$ cat config.mk
export PLATFORM = sky130hd
export DESIGN_NAME = uart_tx_serializer
export DESIGN_NICKNAME = d
export VERILOG_FILES = /design/src/rtl/uart_tx_serializer.sv
export SDC_FILE = /design/constraint.sdc
export NUM_CORES = 1
export LEC_CHECK = 0
export CAP_MARGIN = 20
export CELL_PAD_IN_SITES_DETAIL_PLACEMENT = 1
export CELL_PAD_IN_SITES_GLOBAL_PLACEMENT = 2
export CORE_MARGIN = 5
export CORE_UTILIZATION = 41
export CTS_CLUSTER_SIZE = 16
export DETAILED_ROUTE_END_ITERATION = 10
export DONT_BUFFER_PORTS = 1
export PLACE_DENSITY_LB_ADDON = 0.12
export SLEW_MARGIN = 5
export SYNTH_ARGS = -nofsm -noshare
export SYNTH_HDL_FRONTEND = slang
export SYNTH_SLANG_ARGS = --single-unit
$ cat constraint.sdc
create_clock -name clk -period 5 [get_ports clk]
set_input_delay 0.75 -clock clk [delete_from_list [all_inputs] [get_ports clk]]
set_output_delay 0.75 -clock clk [all_outputs]
set_load 0.01 [all_outputs]
$ cat src/rtl/uart_tx_serializer.sv
// uart_tx_serializer
//
// UART transmit serializer that sits downstream of the string-transmission
// controller. It accepts one byte per start/listo handshake and sends it as
// a start bit, 8 data bits (LSB first), an optional parity bit and one stop
// bit, each lasting BAUD_DIV clk cycles.
//
// Parameters:
//   BAUD_DIV  clk cycles per bit (2..65535), default 868 = 100 MHz / 115200
//   PARITY    0 = none, 1 = even, 2 = odd
//
// Ports:
//   clk    in   system clock, rising edge
//   reset  in   synchronous, active-high
//   start  in   transmit request, only looked at while idle, may be held high
//   data   in   byte to send, captured on the accepting edge only
//   tx     out  registered serial line, idle-high
//   listo  out  registered, high = idle and able to accept a byte
module uart_tx_serializer #(
  parameter int BAUD_DIV = 868,
  parameter int PARITY   = 0
) (
  input  logic       clk,
  input  logic       reset,
  input  logic       start,
  input  logic [7:0] data,
  output logic       tx,
  output logic       listo
);

  localparam logic [2:0] S_IDLE  = 3'd0;
  localparam logic [2:0] S_START = 3'd1;
  localparam logic [2:0] S_DATA  = 3'd2;
  localparam logic [2:0] S_PAR   = 3'd3;
  localparam logic [2:0] S_STOP  = 3'd4;

  localparam logic [15:0] BAUD_LAST = 16'(BAUD_DIV - 1);
  localparam bit          PAR_EN    = (PARITY != 0);
  localparam bit          PAR_ODD   = (PARITY == 2);

  logic [2:0]  state;
  logic [15:0] baud_cnt;
  logic [2:0]  bit_cnt;
  logic [7:0]  shift_reg;
  logic        par_bit;
  logic        bit_done;

  // Last cycle of the current bit period; the counter wraps on this edge.
  assign bit_done = (baud_cnt == BAUD_LAST);

  // Framing state machine. tx is registered and always loaded with the
  // value of the *next* bit on a boundary edge, so the line changes exactly
  // on bit boundaries and falls on the very edge that accepts start.
  always_ff @(posedge clk) begin
    if (reset) begin
      state     <= S_IDLE;
      baud_cnt  <= 16'd0;
      bit_cnt   <= 3'd0;
      shift_reg <= 8'd0;
      par_bit   <= 1'b0;
      tx        <= 1'b1;
      listo     <= 1'b1;
    end else begin
      case (state)
        S_IDLE: begin
          tx       <= 1'b1;
          listo    <= 1'b1;
          baud_cnt <= 16'd0;
          bit_cnt  <= 3'd0;
          if (start) begin
            shift_reg <= data;
            // Parity is fixed at accept time so later data changes cannot leak in.
            par_bit   <= (^data) ^ PAR_ODD;
            state     <= S_START;
            tx        <= 1'b0;
            listo     <= 1'b0;
          end
        end

        S_START: begin
          if (bit_done) begin
            baud_cnt <= 16'd0;
            state    <= S_DATA;
            tx       <= shift_reg[0];
          end else begin
            baud_cnt <= baud_cnt + 16'd1;
          end
        end

        S_DATA: begin
          if (bit_done) begin
            baud_cnt <= 16'd0;
            if (bit_cnt == 3'd7) begin
              if (PAR_EN) begin
                state <= S_PAR;
                tx    <= par_bit;
              end else begin
                state <= S_STOP;
                tx    <= 1'b1;
              end
            end else begin
              bit_cnt   <= bit_cnt + 3'd1;
              shift_reg <= {1'b0, shift_reg[7:1]};
              // shift_reg[1] becomes shift_reg[0] on this same edge.
              tx        <= shift_reg[1];
            end
          end else begin
            baud_cnt <= baud_cnt + 16'd1;
          end
        end

        S_PAR: begin
          if (bit_done) begin
            baud_cnt <= 16'd0;
            state    <= S_STOP;
            tx       <= 1'b1;
          end else begin
            baud_cnt <= baud_cnt + 16'd1;
          end
        end

        S_STOP: begin
          if (bit_done) begin
            baud_cnt <= 16'd0;
            state    <= S_IDLE;
            tx       <= 1'b1;
            listo    <= 1'b1;
          end else begin
            baud_cnt <= baud_cnt + 16'd1;
          end
        end

        default: begin
          // Unused encodings recover to a clean idle line.
          state    <= S_IDLE;
          baud_cnt <= 16'd0;
          bit_cnt  <= 3'd0;
          tx       <= 1'b1;
          listo    <= 1'b1;
        end
      endcase
    end
  end

endmodule

# [Word level (Yosys, flattened, before mapping)]
# Index checks and enable logic that the tools add are counted.
[op_classes] n_addsub=2 n_mul=0 div_mod_pow=0 magnitude_cmp=0 eq_ne=14 shift=0 mux=21 bitwise_logic=3 reduce_logical=12
[ops] cell="2-to-1 mux 3 bit" n=8
[ops] cell="2-to-1 mux 8 bit" n=3
[ops] cell="adder 16 x 1 -> 16 bit (second input constant)" n=1
[ops] cell="equality test 16 x 10 -> 1 bit (second input constant)" n=1
[ops] cell="one-hot mux 8 bit (2 select lines)" n=1
[ops] cell="one-hot mux 3 bit (5 select lines)" n=1
[ops] cell="!= test 2 bit (second input constant)" n=7
[ops] cell="OR reduction 3 bit" n=3
[ops] cell="equality test 3 x 2 -> 1 bit (second input constant)" n=2
[ops] cell="equality test 3 bit (second input constant)" n=2
[ops] cell="one-hot mux 3 bit (2 select lines)" n=1
[ops] cell="AND reduction 3 bit" n=2
[ops] cell="AND reduction 6 bit" n=1
[ops] cell="2-to-1 mux 1 bit" n=5
[ops] cell="one-hot mux 1 bit (4 select lines)" n=1
[ops] cell="AND reduction 4 bit" n=1
[ops] cell="OR reduction 4 bit" n=1
[ops] cell="adder 3 x 1 -> 3 bit (second input constant)" n=1
[ops] cell="equality test 3 x 1 -> 1 bit (second input constant)" n=1
[ops] cell="logical NOT 3 bit" n=1
[ops] cell="inverter 1 bit" n=3
[ops] cell="one-hot mux 1 bit (3 select lines)" n=1
[ops] cell="!= test 2 x 1 -> 1 bit (second input constant)" n=1
[ops] cell="AND reduction 2 bit" n=1
[ops] cell="2 further kinds" n=2
[word_totals] regBits=32 latchBits=0 ram_bits=0 mem_bits_ro=0 wordCells=58 memories=0

# [Longest topological paths before layout]
# Gate-level depths: netlist (run 1).
[depth] word_depth=4 ltp_mapped=7 mapped_depth_nobuf=6

# [Least setup slack after synthesis (run 1)]
# Ideal clock, no wire load.
[synth_timing] path_kind="in2reg" from="input port start" to="register shift_reg[7]" arrival_ns=1.606 required_ns=4.922 path_slack_ns=3.316 path_stages=4 n_path_buf=0 path_cell_list="or3b_1 nor3b_1 a211oi_1 nor3_1"
[synth_via] elab_chain_cells=2
[synth_lines] element="start: declaration" line="25" text="input logic start,"
[synth_lines] element="!= test 2 bit (no source line)"
[synth_lines] element="AND reduction 4 bit (no source line)"
[synth_lines] element="end signal: assignment" line="71" text="shift_reg <= data;"
[synth_lines] element="end signal: assignment" line="103" text="shift_reg <= {1'b0, shift_reg[7:1]};"
[synth_lines] element="end: declaration" line="44" text="logic [7:0] shift_reg;"
# Every way passes these cells.
# A chain may end at the register's enable or synchronous reset.

# [Final worst setup path (run 1)]
[layout_timing] from="register baud_cnt[0]" to="register bit_cnt[0]"
[layout_via] elab_chain_cells=3
[layout_lines] element="start: declaration" line="42" text="logic [15:0] baud_cnt;"
[layout_lines] element="start signal: assignment" line="86" text="baud_cnt <= baud_cnt + 16'd1;"
[layout_lines] element="start signal: assignment" line="108" text="baud_cnt <= baud_cnt + 16'd1;"
[layout_lines] element="start signal: assignment" line="118" text="baud_cnt <= baud_cnt + 16'd1;"
[layout_lines] element="equality test 16 x 10 -> 1 bit" line="49" text="assign bit_done = (baud_cnt == BAUD_LAST);"
[layout_lines] element="!= test 2 bit (no source line)"
[layout_lines] element="AND reduction 3 bit (no source line)"
[layout_lines] element="end signal: assignment" line="102" text="bit_cnt <= bit_cnt + 3'd1;"
[layout_lines] element="end: declaration" line="43" text="logic [2:0] bit_cnt;"
# Every way passes these cells.

==> impl_metrics.yaml, run 1 <==
status:
  outcome: "complete, no violations"
run:
  cap_viol_max_count: 0
cts:
  cts_setup_buffers: 0
  clock_sinks: 32
  cts_buffers: 5
  cts_tree: "built"
  holdBufCountCts: 0
  clockRootBuffer: "clkbuf_8"
  clk_path_buf_depth: 2
  cts_resized: 0
  insertion_delay_ps: 280
  htreeDepth: 2
  cts.reportedPaths.clkPinSlew_ps: 60
global_routing:
  grt_pass1_wl_um: 6440
  grtUsageTotal: 0.154
  grt_overflow: 0
  antenna_found_initial: 0
  grt_pass1_vias: 1382
  grt_max_degree: 22
floorplanning:
  io_pins: 13
  die_w_um: 73.4
  core_um2: 3940
  die_area_um2: 5380
  die_y_um: 73.4
  rows: 23
  start_util: 0.417
timing:
  worstMarginPinSlew_ps: 739
  fin_ws_ps: 2720
  setup_viol: 0
  final_hold_viol_count: 0
  max_slew_margin: 0.507
  clock.fmax_mhz: 438
  rsz0062_at_grt: "false"
  drv_slew: 0
  period_needed_ps: 2280
  fin_worst_skew_ps: 4.81
  setup-tns-final_ps: 0
  period_share: 0.457
  whs_ps: 448
placement:
  dp_slack_ps: 2680
  io_buffers: 0
  dp_hpwl_um: 2500
  post_dp_cell_area_um2: 1640
  gp_congestion: 0.723
drt:
  vias: 1277
  drt-initial-drc-count: 66
  drt_wl_total_um: 3550
  drc: 0
  vias_per_cell: 5.58
  wl_per_cell_um: 15.5
  final_antenna_net_count: 0
  first_pass_iters: 3
synth:
  synth_seq_cells: 32
  synth_area_leader_cell: "dfxtp_1"
  synth_area_leaders: "dfxtp_1, a211oi_1, nor2_1"
  synthCells: 183
  syn_area_per_cell_um2: 8.99
  yosysSeqAreaShare: 0.389
  syn_nets: 197
  synth_top_area_share: 0.389
  ys_types: 43
  syn_area_um2: 1650
  synth-warning-count: 0
critical_path:
  cp_slowest_cell: "nor4_1"
  end_kind: "flop"
  critical_path.cell_chain: "ha_1 > nor4b_4 > nand4_2 > nor4_1 > a221o_1"
  crit_buf_inv: 0
  path_class: "reg2reg"
  cp_max_fo: 21
  worst_setup_path_start_kind: "flop"
  required_ps: 5220
  max_stage_delay_ps: 620
  worstPathArrival_ps: 2510
  cp_top_family: "simple AND/OR/NAND/NOR gates"
min_path:
  min_path_type: "reg2reg"
power_and_ir_drop:
  switchingPower_uw: 110
  switching_share: 0.217
  pwr-share-seq: 0.531
  p_clk_frac: 0.414
  power.density_nw_per_um2: 293
  p_int_uw: 398
  static-leakage-power_uw: 0.000560
  p_comb_frac: 0.055
  vdd_drop_max_mv: 0.167
cells_and_area:
  drive_gt1_frac: 0.106
  syn2layout_area_growth_pct: 5.55
  largest_reg_flops: 16
  postLayoutCellArea_um2: 1740
  fin_nets: 193
  num_antenna_cells: 0
  final_util: 0.440
==> per-layer routing <==
metal / part of all wire / up-vias / wire length (um) / GRT usage
met5: 0 / - / 0 / 0
met4: 0.012 / 0 / 44 / 0.0483
met3: 0.037 / 6 / 130 / 0.0520
met2: 0.49 / 14 / 1720 / 0.255
met1: 0.46 / 610 / 1650 / 0.187
li1: - / 647 / - / -
==> final timing paths <==
kind         slack [ps]  cells past startpoint          from           end
min reg2reg         450                      2  shift_reg[3]  shift_reg[3]
max                2720                      5   baud_cnt[0]    bit_cnt[0]
min                 450                      2  shift_reg[3]  shift_reg[3]
max reg2reg        2720                      5   baud_cnt[0]    bit_cnt[0]
==> area by class of cell <==
cell class,count,area (um2)
multi-input cells,131,903
flip-flops and latches,32,641
clock buffers,7,96.3
inverters,9,33.8
fillers,452,2210
well taps,50,62.6
==> synthesized netlist by cell type <==
library cell,count
xnor2_1,9
buf_2,3
o21bai_1,3
o2bb2ai_1,1
buf_6,3
nand3_1,5
clkbuf_1,4
nand2_2,1
mux2_2,7
nor2b_1,2
or3b_1,1
buf_1,1
inv_1,9
a32o_1,1
o21a_1,2
a211oi_1,15
o21ai_1,1
nor3b_1,3
ha_1,3
nor3_1,7
a211o_1,1
o221ai_1,1
nand2b_1,2
or3b_4,1
nand4_1,5
a21boi_0,2
nand4_2,1
and4_1,2
o22ai_1,1
a21oi_1,3
and3_1,1
nand3b_1,1
o32a_1,1
a21o_1,1
and2_1,1
nor4_2,1
xor2_1,5
nor2_1,24
nor4b_4,1
nor4_1,6
a221o_1,1
nand2_1,8
dfxtp_1,32
==> cells by family after synthesis <==
| logic type | count (synthesis) | share of synthesized area |
|---|---|---|
| xor gates and xnor gates | 14 | 0.0745 |
| and+or+nand+nor | 73 | 0.249 |
| muxes | 7 | 0.0479 |
| buffers and inverters | 20 | 0.0616 |
| DFF | 32 | 0.389 |
| AOI/OAI and AO/OA | 34 | 0.155 |
| adders and majority gates | 3 | 0.0228 |
==> power by group through the flow <==
stage | registers [uW] | logic [uW] | clock network [uW]
2_1_floorplan | 272 | 27.6 | 0
3_3_place_gp | 275 | 27.2 | 0
3_5_place_dp | 275 | 28.7 | 0
4_1_cts | 270 | 28.9 | 220
5_1_grt | 271 | 32.6 | 230
6_report | 270 | 28.1 | 210
==> worst register-to-register path: stages, from the launching register on <==
cell     delay (ps)
dfxtp_1         390
ha_1            270
nor4b_4         230
nand4_2         480
nor4_1          620
a221o_1         230
==> placed cells by master (no fill, tap or decap), types with 2 or more instances in the layout <==
master / instances
nor3_1: 7
nor2b_1: 2
a21boi_0: 2
nand2_1: 8
a211oi_1: 15
o21a_1: 2
nor3b_1: 3
xor2_1: 5
inv_1: 9
xnor2_1: 9
nand3_1: 5
mux2_2: 7
nand2b_1: 2
nor2_1: 24
and4_1: 2
nand4_1: 5
dfxtp_1: 32
a21oi_1: 3
o21bai_1: 3
ha_1: 3
nor4_1: 6
clkbuf_8: 7
==> per-stage QoR <==
| stage | power, uW | instances |
|---|---|---|
| 3_5_place_dp | 304 | 222 |
| 5_1_grt | 534 | 229 |
| 6_report | 508 | 229 |
| 3_3_place_gp | 302 | 222 |
| 4_1_cts | 518 | 229 |
| 2_1_floorplan | 300 | 183 |
(Power assumes the default switching activity.)
==> run 2: changes to the inputs <==
--- a/config.mk
+++ b/config.mk
@@ -9,7 +9,7 @@
 export CELL_PAD_IN_SITES_DETAIL_PLACEMENT = 1
 export CELL_PAD_IN_SITES_GLOBAL_PLACEMENT = 2
 export CORE_MARGIN = 5
-export CORE_UTILIZATION = 41
+export CORE_UTILIZATION = 38
 export CTS_CLUSTER_SIZE = 16
 export DETAILED_ROUTE_END_ITERATION = 10
 export DONT_BUFFER_PORTS = 1
==> constraint.sdc (replaced) <==
create_clock -name clk -period 2.31 [get_ports clk]
set_input_delay 0.3465 -clock clk [delete_from_list [all_inputs] [get_ports clk]]
set_output_delay 0.3465 -clock clk [all_outputs]
set_load 0.01 [all_outputs]
==> run 2 against run 1 <==
Compared with the run above:
- via count is 3.5% higher
- non-clock buffer count rose by 4
- power rose by 120%
- core utilization down 2.7 points
- clock power grew 110%
- sequential power increased by 120%
- critical path depth rose by 1
- global-route usage fell by 0.34 points
- final area increased by 1.5%
- final cell count rose by 3.1%
- sequential cell count did not move
- largest cell class unchanged
- largest power group unchanged
==> impl_metrics.yaml, run 2 (synthesized netlist as in run 1, its figures left out) <==
critical_path:
  cp_slowest_cell: "dfxtp_1"
  worstPathArrival_ps: 2110
  r2r_slack_ps: 390
  worst_setup_path_start_kind: "flop"
  cp_max_fo: 13
  regToRegStartpoint: "baud_cnt[0]"
  required_ps: 2500
  ff2ff_path_depth: 6
  end_kind: "flop"
  max_stage_delay_ps: 400
  r2r-end: "shift_reg[0]"
  critical_path.cell_chain: "ha_1 > nor4b_4 > nand4_2 > buf_4 > a21o_1 > a211oi_1"
  path_class: "reg2reg"
drt:
  final_antenna_net_count: 0
  vias_per_cell: 5.60
  drt-initial-drc-count: 45
  first_pass_iters: 2
  drt_wl_total_um: 3740
  wl_per_cell_um: 15.8
  vias: 1322
  drc: 0
timing:
  period_needed_ps: 1920
  fin_worst_skew_ps: 3.86
  worstMarginPinSlew_ps: 562
  setup-tns-final_ps: 0
  drv_slew: 0
  clock.fmax_mhz: 521
  period_share: 0.831
  final_hold_viol_count: 0
  whs_ps: 134
  rsz0062_at_grt: "false"
  max_slew_margin: 0.625
  setup_viol: 0
cells_and_area:
  num_antenna_cells: 0
  fillers: 517
  syn2layout_area_growth_pct: 7.15
  final_cell_mix: "dfxtp_1, nor2_1, a211oi_1"
  fin_nets: 197
  postLayoutCellArea_um2: 1760
  multiInputGateArea_um2: 903
  seq_area_um2: 641
  largest_reg_flops: 16
  drive_gt1_frac: 0.120
  final_common_cell: "dfxtp_1"
placement:
  post_dp_cell_area_um2: 1670
  io_buffers: 0
  dp_hpwl_um: 2700
  gp_congestion: 0.770
power_and_ir_drop:
  vdd_drop_max_mv: 0.390
  power.density_nw_per_um2: 622
  static-leakage-power_uw: 0.000574
floorplanning:
  core_um2: 4260
  io_pins: 13
  die_area_um2: 5750
  die_y_um: 75.8
  rows: 24
  die_w_um: 75.8
  start_util: 0.386
cts:
  cts_buffers: 5
  clk_path_buf_depth: 2
  clock_sinks: 32
  cts.reportedPaths.clkPinSlew_ps: 60
  insertion_delay_ps: 280
  holdBufCountCts: 0
  cts_setup_buffers: 0
  cts_tree: "built"
  cts_resized: 0
  htreeDepth: 2
  clockRootBuffer: "clkbuf_8"
global_routing:
  antenna_found_initial: 0
  grt_pass1_wl_um: 6470
  grt_max_degree: 19
  grtUsageTotal: 0.150
  grt_overflow: 0
  grt_pass1_vias: 1418
min_path:
  min_to: "shift_reg[4]"
  hold_depth: 1
  hold_path_startpoint: "reset"
  min_path_type: "in2reg"
run:
  cap_viol_max_count: 0
status:
  outcome: "complete, no violations"
-- run 2: worst max-delay path by stage --
stage / endpoint / from / slack (ps)
2_1_floorplan: shift_reg[0] / baud_cnt[0] / 700
3_3_place_gp: tx / state[1] / 480
3_5_place_dp: shift_reg[1] / baud_cnt[0] / 360
4_1_cts: shift_reg[1] / baud_cnt[0] / 360
5_1_grt: shift_reg[0] / baud_cnt[0] / 210
6_report: shift_reg[0] / baud_cnt[0] / 390
-- run 2: critical path, delay by kind of cell (launching register included) --
kind / cells / cell delay [ps]
flip-flops: 1 / 400
AND/OR/NAND/NOR: 2 / 400
AO/OA/AOI/OAI: 2 / 520
buffers and inverters: 1 / 220
adder cells (fa/ha/maj): 1 / 290
-- run 2: per-stage QoR --
stage | worst slack (ps) | utilization | cells | power (uW)
final | 390 | 0.413 | 236 | 1100
after global routing | 205 | 0.413 | 236 | 1140
after CTS | 359 | 0.413 | 236 | 1110
after detailed placement | 359 | 0.392 | 228 | 660
after global placement | 484 | 0.392 | 228 | 657
after floorplan | 704 | - | 183 | 649
-- run 2: cell type report --
| class | instances | share of cell area |
|---|---|---|
| multi-input combinational | 131 | 0.512 |
| sequential | 32 | 0.363 |
| clock buffer | 8 | 0.0511 |
| tap | 52 | 0.0369 |
| inverter | 9 | 0.0192 |
| timing repair buffer | 4 | 0.0170 |
-- run 2: layer usage --
layer	vias up	track usage	routed length [um]
met2	16	0.256	1810
met1	642	0.166	1730
met4	0	0.0757	64
met3	6	0.0488	131
li1	658	-	-
met5	-	0	0
-- run 2: power breakdown --
| part | internal, uW | total (uW) | leakage (uW) | switching (uW) |
|---|---|---|---|---|
| sequential | 569 | 584 | 0.000260 | 15.5 |
| clock | 243 | 449 | 0.0000455 | 206 |
| combinational | 30.1 | 63.0 | 0.000268 | 32.9 |
==> run 3: changes to the inputs <==
==> constraint.sdc (replaced) <==
create_clock -name clk -period 1.9 [get_ports clk]
set_input_delay 0.285 -clock clk [delete_from_list [all_inputs] [get_ports clk]]
set_output_delay 0.285 -clock clk [all_outputs]
set_load 0.01 [all_outputs]
==> run 3 against run 2 <==
Compared with the run above:
- final cell count is 2.5% higher
- core utilization is 1.2 points higher
- sequential power is 22% higher
- clock power is 3% higher
- critical path depth stayed put
- first-iteration DRC count is 42% higher
- register-to-register slack worse by 230 ps
- clock-buffer cell count is 3 lower
- final area is 3.0% higher
==> impl_metrics.yaml, run 3 (synthesized netlist as in run 1, its figures left out) <==
timing:
  setup-tns-final_ps: 0
  period_needed_ps: 1740
  worstMarginPinSlew_ps: 414
  fin_worst_skew_ps: 5.63
  clock.fmax_mhz: 574
  period_share: 0.917
  drv_slew: 0
  final_hold_viol_count: 0
  setup_viol: 0
  max_slew_margin: 0.724
  whs_ps: 77.8
  rsz0062_at_grt: "false"
cells_and_area:
  final_cell_mix: "dfxtp_1, nor2_1, a211oi_1"
  syn2layout_area_growth_pct: 10.3
  final_common_cell: "dfxtp_1"
  fin_nets: 206
  drive_gt1_frac: 0.168
  fillers: 503
  num_antenna_cells: 0
  postLayoutCellArea_um2: 1820
  largest_reg_flops: 16
floorplanning:
  die_w_um: 75.8
  io_pins: 13
  core_um2: 4260
  start_util: 0.386
  rows: 24
  die_area_um2: 5750
  die_y_um: 75.8
drt:
  highest_layer: "met4"
  first_pass_iters: 4
  drc: 0
  drt_wl_total_um: 3840
  final_antenna_net_count: 0
  wl_met3_um: 147
  drt-initial-drc-count: 64
  wl_per_cell_um: 15.9
  wl_met2_um: 2010
  vias: 1353
  vias_per_cell: 5.59
  met1_length_um: 1620
power_and_ir_drop:
  vdd_drop_max_mv: 0.308
  power.density_nw_per_um2: 693
  static-leakage-power_uw: 0.000609
  totalPowerFinal_uw: 1260
critical_path:
  max_stage_delay_ps: 340
  cp_max_fo: 14
  worstPathArrival_ps: 1930
  end_kind: "flop"
  cp_slowest_cell: "dfxtp_1"
  required_ps: 2080
  critical_path.cell_chain: "ha_2 > nor4b_4 > nand4_2 > buf_4 > a21o_1 > a211oi_1"
  worst_setup_path_start_kind: "flop"
  path_class: "reg2reg"
cts:
  cts_tree: "built"
  clk_path_buf_depth: 2
  clockRootBuffer: "clkbuf_8"
  insertion_delay_ps: 280
  clock_sinks: 32
  cts.reportedPaths.clkPinSlew_ps: 60
  htreeDepth: 2
  holdBufCountCts: 0
  cts_buffers: 5
status:
  outcome: "complete, no violations"
global_routing:
  antenna_found_initial: 0
  grt_overflow: 0
  grt_pass1_vias: 1521
  grt_max_degree: 19
  grtUsageTotal: 0.160
  grt_pass1_wl_um: 6940
placement:
  io_buffers: 0
  gp_congestion: 0.804
  post_dp_cell_area_um2: 1730
  dp_hpwl_um: 2890
min_path:
  min_path_type: "in2reg"
run:
  cap_viol_max_count: 0
==> run 3: changes by cell type in the layout (fill, tap and decap cells not counted), sizes merged <==
cell,change
buf,+9
clkbuf,-3
==> run 3: final timing paths <==
kind / startpoint / slack, ps / end / cells after the start
setup / recovery: baud_cnt[0] / 160 / shift_reg[6] / 6
hold / removal: reset / 80 / shift_reg[3] / 1
setup reg to reg: baud_cnt[0] / 160 / shift_reg[6] / 6
hold reg to reg: shift_reg[3] / 450 / shift_reg[3] / 2
==> run 3: layout make-up <==
| class | instances | area [um2] | area share |
|---|---|---|---|
| inverter | 9 | 33.8 | 0.0186 |
| tap | 52 | 65.1 | 0.0358 |
| multi-input combinational | 131 | 910 | 0.501 |
| sequential | 32 | 641 | 0.353 |
| clock buffer | 5 | 68.8 | 0.0379 |
| timing repair buffer | 13 | 97.6 | 0.0538 |
==> run 3: critical path: cells and delay by family (launching register included) <==
| family | cells | cell delay, ps |
|---|---|---|
| adder cells (fa/ha/maj) | 1 | 230 |
| buffers and inverters | 1 | 210 |
| flip-flops | 1 | 340 |
| AO/OA/AOI/OAI | 2 | 520 |
| AND/OR/NAND/NOR | 2 | 350 |
==> run 3: metal layers <==
layer,up-vias,global-route usage
met1,651,0.178
met5,-,0
li1,677,-
met3,6,0.0501
met4,0,0.0583
met2,19,0.284
==> run 3: power by group <==
group	internal, uW	switching, uW	total, uW	leakage [uW]
combinational	39.7	44.1	83.8	0.000312
sequential	691	18.1	710	0.000260
clock	236	229	464	0.0000359
total	967	291	1260	0.000609
==> run 3: what timing repair did <==
item                       in CTS  in global routing
setup endpoints to repair       1                  7
gates resized for setup         1                  1
pin swaps                       0                  1
buffers inserted                0                  1
==> run 3: metrics by stage <==
stage	setup WS [ps]	instances	util
after CTS	37.9	241	0.423
after floorplan	294	183	-
after detailed placement	17.6	236	0.406
final	157	242	0.426
after global placement	152	236	0.406
after global routing	28.3	242	0.426
